[src/rtl/snitch_icache_write_arbiter.sv]
// Refill write-port arbiter and flush sequencer in front of the serial icache lookup.
// Build option: define SNITCH_ICACHE_WRITE_ARB_RR_EN for round-robin arbitration (fixed priority otherwise).

package snitch_icache_pkg;
  typedef struct packed {
    int unsigned LINE_COUNT;
    int unsigned COUNT_ALIGN;
    int unsigned SET_ALIGN;
    int unsigned LINE_WIDTH;
    int unsigned TAG_WIDTH;
  } config_t;
endpackage

module snitch_icache_write_arbiter #(
  parameter snitch_icache_pkg::config_t CFG = '0,
  parameter int unsigned NR_REQ = 2,
  localparam int unsigned AW   = (CFG.COUNT_ALIGN > 0) ? CFG.COUNT_ALIGN : 1,
  localparam int unsigned SW   = (CFG.SET_ALIGN   > 0) ? CFG.SET_ALIGN   : 1,
  localparam int unsigned DW   = (CFG.LINE_WIDTH  > 0) ? CFG.LINE_WIDTH  : 1,
  localparam int unsigned TW   = (CFG.TAG_WIDTH   > 0) ? CFG.TAG_WIDTH   : 1
) (
  input  logic                       clk_i,
  input  logic                       rst_i,
  input  logic                       flush_valid_i,
  output logic                       flush_ready_o,
  output logic                       flush_valid_o,
  input  logic                       flush_ready_i,
  input  logic [NR_REQ-1:0][AW-1:0]  req_addr_i,
  input  logic [NR_REQ-1:0][SW-1:0]  req_set_i,
  input  logic [NR_REQ-1:0][DW-1:0]  req_data_i,
  input  logic [NR_REQ-1:0][TW-1:0]  req_tag_i,
  input  logic [NR_REQ-1:0]          req_error_i,
  input  logic [NR_REQ-1:0]          req_valid_i,
  output logic [NR_REQ-1:0]          req_ready_o,
  output logic [AW-1:0]              write_addr_o,
  output logic [SW-1:0]              write_set_o,
  output logic [DW-1:0]              write_data_o,
  output logic [TW-1:0]              write_tag_o,
  output logic                       write_error_o,
  output logic                       write_valid_o,
  input  logic                       write_ready_i,
  output logic                       busy_o
);

  localparam int unsigned IdxW = (NR_REQ > 1) ? $clog2(NR_REQ) : 1;
  localparam int unsigned CntW = AW + 1;
  localparam logic [CntW-1:0] CntLast =
    CntW'((CFG.LINE_COUNT > 0) ? (CFG.LINE_COUNT - 1) : 0);

  localparam logic [1:0] IDLE     = 2'd0;
  localparam logic [1:0] GRANT    = 2'd1;
  localparam logic [1:0] FLUSH    = 2'd2;
  localparam logic [1:0] BLACKOUT = 2'd3;

  logic [1:0]      state_q, state_d;
  logic [IdxW-1:0] idx_q, idx_d;
  logic [CntW-1:0] cnt_q, cnt_d;
  logic [IdxW-1:0] pick_idx;
  logic            in_grant;
  logic            sel_valid;
  logic            grant_hs;

  assign in_grant  = (state_q == GRANT);
  assign sel_valid = req_valid_i[idx_q];
  assign grant_hs  = in_grant && sel_valid && write_ready_i;

`ifdef SNITCH_ICACHE_WRITE_ARB_RR_EN
  logic [IdxW-1:0] rr_q;
  logic            pick_found;

  function automatic logic [IdxW-1:0] wrap_idx(input logic [IdxW-1:0] base, input int unsigned off);
    int unsigned s;
    s = 32'(base) + off;
    if (s >= NR_REQ) s = s - NR_REQ;
    return IdxW'(s);
  endfunction

  // Search starts at the pointer and wraps, so the last winner goes to the back.
  always_comb begin
    pick_idx   = rr_q;
    pick_found = 1'b0;
    for (int k = 0; k < NR_REQ; k++) begin
      if (!pick_found && req_valid_i[wrap_idx(rr_q, k)]) begin
        pick_idx   = wrap_idx(rr_q, k);
        pick_found = 1'b1;
      end
    end
  end

  always_ff @(posedge clk_i or posedge rst_i) begin
    if (rst_i) begin
      rr_q <= '0;
    end else if (grant_hs) begin
      rr_q <= (idx_q == IdxW'(NR_REQ - 1)) ? '0 : idx_q + IdxW'(1);
    end
  end
`else
  always_comb begin
    pick_idx = '0;
    for (int k = NR_REQ - 1; k >= 0; k--) begin
      if (req_valid_i[k]) pick_idx = IdxW'(k);
    end
  end
`endif

  always_comb begin
    state_d = state_q;
    idx_d   = idx_q;
    cnt_d   = cnt_q;
    unique case (state_q)
      IDLE: begin
        if (flush_valid_i) begin
          state_d = FLUSH;
        end else if (|req_valid_i) begin
          idx_d   = pick_idx;
          state_d = GRANT;
        end
      end
      GRANT: begin
        if (grant_hs) state_d = IDLE;
      end
      FLUSH: begin
        if (flush_ready_i) begin
          cnt_d   = '0;
          state_d = BLACKOUT;
        end
      end
      BLACKOUT: begin
        // Writes stay off while the lookup sweeps its tag array clean.
        cnt_d = cnt_q + CntW'(1);
        if (cnt_q == CntLast) state_d = IDLE;
      end
      default: state_d = BLACKOUT;
    endcase
  end

  always_ff @(posedge clk_i or posedge rst_i) begin
    if (rst_i) begin
      state_q <= BLACKOUT;
      idx_q   <= '0;
      cnt_q   <= '0;
    end else begin
      state_q <= state_d;
      idx_q   <= idx_d;
      cnt_q   <= cnt_d;
    end
  end

  for (genvar gi = 0; gi < NR_REQ; gi++) begin : gen_ready
    assign req_ready_o[gi] = in_grant && (idx_q == IdxW'(gi)) && write_ready_i;
  end

  assign write_valid_o = in_grant && sel_valid;
  assign write_addr_o  = in_grant ? req_addr_i[idx_q]  : '0;
  assign write_set_o   = in_grant ? req_set_i[idx_q]   : '0;
  assign write_data_o  = in_grant ? req_data_i[idx_q]  : '0;
  assign write_tag_o   = in_grant ? req_tag_i[idx_q]   : '0;
  assign write_error_o = in_grant ? req_error_i[idx_q] : 1'b0;

  assign flush_valid_o = (state_q == FLUSH);
  assign flush_ready_o = (state_q == FLUSH) && flush_ready_i;
  assign busy_o        = (state_q != IDLE);

endmodule

[config.mk]
export PLATFORM = sky130hd
export DESIGN_NAME = snitch_icache_write_arbiter
export DESIGN_NICKNAME = d
export VERILOG_FILES = /design/src/rtl/snitch_icache_write_arbiter.sv
export SDC_FILE = /design/constraint.sdc
export NUM_CORES = 1
export LEC_CHECK = 0
export BUFFER_PORTS_ARGS = -buffer_cell sky130_fd_sc_hd__buf_2
export CAP_MARGIN = 15
export CORE_AREA = 2 2 39 41
export CTS_CLUSTER_SIZE = 16
export DETAILED_ROUTE_END_ITERATION = 8
export DIE_AREA = 0 0 41 43
export PLACE_DENSITY = 0.65
export SLEW_MARGIN = 0
export SYNTH_ARGS = -nofsm -noshare
export SYNTH_HDL_FRONTEND = slang
export SYNTH_SLANG_ARGS = --single-unit
[constraint.sdc]
create_clock -name clk_i -period 1.5 [get_ports clk_i]
set_input_delay 0.45 -clock clk_i [delete_from_list [all_inputs] [get_ports clk_i]]
set_output_delay 0.45 -clock clk_i [all_outputs]
set_load 0.01 [all_outputs]
# Word-level counts from Yosys, hierarchy flattened
# Index checks and enable logic that the tools add are counted.
[totals]
regBits = 5
input_bits = 17
elab_cells = 56
[classes]
n_addsub = 1
n_lt_le_gt_ge = 1
eq_ne = 7
mux = 27
bitwise = 2
n_reduce_logical = 15
[op_table]
columns = ["op", "count"]
rows = [
  ["1-bit two-way mux", 19],
  ["2-bit two-way mux", 6],
  ["2-bit case mux with 4 select lines", 1],
  ["1-bit logical AND", 7],
  ["2-bit equality test (second input constant)", 2],
  ["2-bit zero test", 2],
  ["2-bit by 1-bit inequality test with 1-bit output (second input constant)", 2],
  ["2-bit case mux with 2 select lines", 1],
  ["4-bit AND reduction", 1],
  ["2-bit nonzero test", 2],
  ["3-bit inequality test (second input constant)", 1],
  ["3-bit AND reduction", 1],
  ["2-bit by 1-bit adder with 2-bit output (second input constant)", 1],
  ["2-bit by 1-bit equality test with 1-bit output (second input constant)", 1],
  ["1-bit by 2-bit < comparator with 1-bit output (second input constant)", 1],
  ["2-bit inequality test (second input constant)", 1],
  ["1-bit inverter", 2],
  ["2-bit AND reduction", 1],
  ["2-bit OR reduction", 1],
]

# Longest topological paths before layout
[depth]
depth_word = 6
depth_mapped = 5
ltp_nobuf = 5

# Worst setup path after synthesis
# Ideal clock, no wire load.
[synth_path]
path_type = "register to output"
from = "register state_q[1]"
to = "output port flush_ready_o"
t_arrival_ns = 1.139
slack_ns = -0.089
path_stages_with_launch = 4
n_path_buf = 1
cell_sequence = "dfstp_2 buf_2 nor2b_1 and2_1"
[synth_via]
elab_chain_cells = 2
[synth_rtl]
columns = ["element", "line_no", "source"]
rows = [
  ["start, declared", "55", "logic [1:0] state_q, state_d;"],
  ["start signal, assigned", "143", "state_q <= state_d;"],
  ["2-bit equality test", "-", ""],
  ["net flush_valid_o", "26", "output logic flush_valid_o,"],
  ["1-bit logical AND", "161", "assign flush_ready_o = (state_q == FLUSH) && flush_ready_i;"],
  ["end, declared", "25", "output logic flush_ready_o,"],
]
# The timed path passes the listed nets, and every way through them passes these cells.

# Final worst setup path
[layout_path]
from = "register idx_q"
to = "output port write_set_o"
[layout_via]
elab_chain_cells = 3
[layout_rtl]
columns = ["element", "line_no", "source"]
rows = [
  ["start, declared", "56", "logic [IdxW-1:0] idx_q, idx_d;"],
  ["start signal, assigned", "144", "idx_q <= idx_d;"],
  ["1-bit two-way mux (implied by the code) (2 in a row)", "155", "assign write_set_o = in_grant ? req_set_i[idx_q] : '0;"],
  ["1-bit two-way mux", "155", ""],
  ["end, declared", "36", "output logic [SW-1:0] write_set_o,"],
]
# No other way between the ends. The select of a mux whose other input is x is not followed.

==> results by group <==
Logic synthesis
  • Async SR Flop Fraction: 1.00
  • Count of cell types in the netlist: 22
  • Post-synth EDFFs: 0
  • Synthesized Nets: 68
  • Synth Flop Type: dfrtp_1
  • Count leader, synth: nor2_1
  • Synth warn: 0
  • Synth cell count leaders: 7 x nor2_1, 6 x inv_1, 6 x mux2i_1
  • Post-synth top area cell: dfrtp_1
  • FF+latch count, synth: 5
  • Post-synth top area share: 0.189
  • Synth Cell Area: 397 um^2
  • Post-Synthesis Cells: 50
  • Syn_area_per_cell: 7.93 um^2
  • Sequential share of the synthesized area: 0.322
  • Synth top area cells: dfrtp_1 19%, mux2i_1 15%, dfstp_2 13%

Floorplan
  • Top Ports: 28
  • Initial Util: 0.287
  • Die footprint: 1760 um^2
  • Die extent in x: 41 um
  • CORE AREA: 1380 um^2
  • Die Span Y: 43 um
  • Cell row count: 14

STA
  • Worst Slack Setup Final: -0.151 ns
  • Final worst path period need: 1.65 ns
  • Worst-Margin Slew: 0.254 ns
  • Clk_skew: 0.00122 ns
  • # setup viols final: 11
  • Final slew viol count: 0
  • Unrepaired setup endpoints after global routing: yes
  • Period utilisation layout: 1.10
  • Maximum clock rate: 0.606 GHz
  • Slew HR: 0.829
  • Final hold vios: 0
  • Setup tns final: -1.38 ns

Clock tree
  • CTS tree: done
  • Root Buffer: clkbuf_4
  • CTS clk-pin slew, worst paths: 0.04 ns
  • CTS max path bufs: 2
  • Sink Count: 5
  • CTS H-Tree Depth: 1
  • Clock latency on the worst-skew pair: 0.24 ns
  • TritonCTS Buffers: 3
  • Post-CTS Hold Fix Bufs: 0

Worst setup path
  • CP required: 1.05 ns
  • Reg2Reg Depth: 4
  • CP arrival: 1.20 ns
  • RR Endpoint: cnt_q[1]
  • CP max FO: 4
  • Reg2reg start: state_q[0]
  • Critical Path Source Type: flip-flop
  • Worst Setup Path Type: reg2out
  • Critical path capture point type: output pin
  • Worst reg2reg setup slack: 0.22 ns

Run
  • Max Cap Viol: 0

Routing
  • Final wirelength: 1060 um
  • Average wire per standard cell: 10.6 um
  • Antenna viol nets, final: 0
  • Pre-Repair DR Iteration Count: 3
  • Vias/cell: 4.49
  • Drt drc: 0
  • Via count: 449
  • Iteration-0 DRC Markers: 6

Global route
  • Remaining Overflow, GRT: 0
  • Vias in the first global route: 369
  • Overall Global Routing Usage: 0.117
  • Global-route wire length before repair: 1350 um
  • Initial antenna violation count: 0
  • Pin count of the biggest net entering global routing: 10

Layout
  • Core Util, Final: 0.478
  • Layout cells sized above 1: 0.571
  • N_diodes: 0
  • Syn-to-layout area delta: 66.9%
  • Nets: 103

Outcome
  • Run status: finished with violations
  • Failing checks: setup timing

Pwr
  • IR drop worst, VDD: 0.00119 V
  • Static Leak: 0.364 nW
  • Power Dens Cells: 2000 nW/um^2

Place
  • Post-detail-place hpwl: 773 um
  • Port bufs: 27
  • RePlAce Congestion: 0.756

Worst hold path
  • Worst hold path type: in2async
state kept, by name, indices dropped and copies added (netlist names):
signal   flops
state_q      2
idx_q        1
cnt_q        2
kinds of logic after synthesis:
family,after synthesis,synth area share
AO/OA/AOI/OAI,10,0.158
AND/OR/NAND/NOR,18,0.218
multiplexers,6,0.151
flip-flops,5,0.322
buffers and inverters,10,0.120
adder cells (fa/ha/maj),1,0.0315
area by class of cell:
| type | instances | area (um^2) |
|---|---|---|
| inverter | 6 | 22.5 |
| tap | 16 | 20.0 |
| sequential | 5 | 129 |
| fill | 139 | 722 |
| multi-input combinational | 35 | 254 |
| clock buffer | 4 | 26.3 |
| timing repair buffer | 34 | 210 |
cell usage in the layout (no fill, tap or decap), drive strengths merged:
cell     n
inv      6
mux2i    6
o311ai   1
nor2b    1
a21oi    4
nor2     7
or2      1
o21ai    3
dfstp    2
o31a     1
nor3     3
clkbuf   4
and2     1
dfrtp    3
buf     34
ha       1
nand2b   1
a32o     1
nand2    4
critical path, stage by stage (launching register included):
cell and delay, ns:
dfrtp_2 0.42, buf_4 0.16, mux2i_1 0.18, nor2_2 0.06
buf_2 0.13
power by group:
| group | internal (mW) | switching, mW |
|---|---|---|
| Sequential | 0.227 | 0.0688 |
| Combinational | 0.474 | 0.399 |
| Clock | 0.100 | 0.0538 |
| Total | 0.801 | 0.522 |
per-stage QoR:
step	power [mW]	hold slack [ns]	instance area, um^2	cells	worst slack, ns
6_report	1.32	0.0976	662	100	-0.151
4_1_cts	1.21	0.0942	621	98	-0.160
5_1_grt	1.44	0.0985	662	100	-0.217
3_3_place_gp	0.971	0.355	564	93	-0.00433
3_5_place_dp	0.974	0.355	564	93	-0.0150
2_1_floorplan	0.767	0.227	404	50	0.0113
worst max path at each step:
stage	start	end	slack, ns	cells past startpoint
2_1_floorplan	state_q[1]	flush_ready_o	0.01	3
3_3_place_gp	idx_q	write_valid_o	-0.004	3
3_5_place_dp	state_q[1]	write_set_o	-0.02	3
4_1_cts	state_q[0]	flush_ready_o	-0.16	4
5_1_grt	idx_q	write_valid_o	-0.22	4
6_report	idx_q	write_set_o	-0.15	4
repair_timing:
item,in CTS,in global routing
setup endpoints to repair,11,11
buffers inserted,1,2
pin swaps,6,0
resized for setup,6,6
per-layer routing:
layer / GRT usage / share of wire
met5: 0 / 0
met2: 0.197 / 0.47
met3: 0.0628 / 0.11
met4: 0.0400 / 0
met1: 0.115 / 0.42
Power figures use the tool's default switching activity.
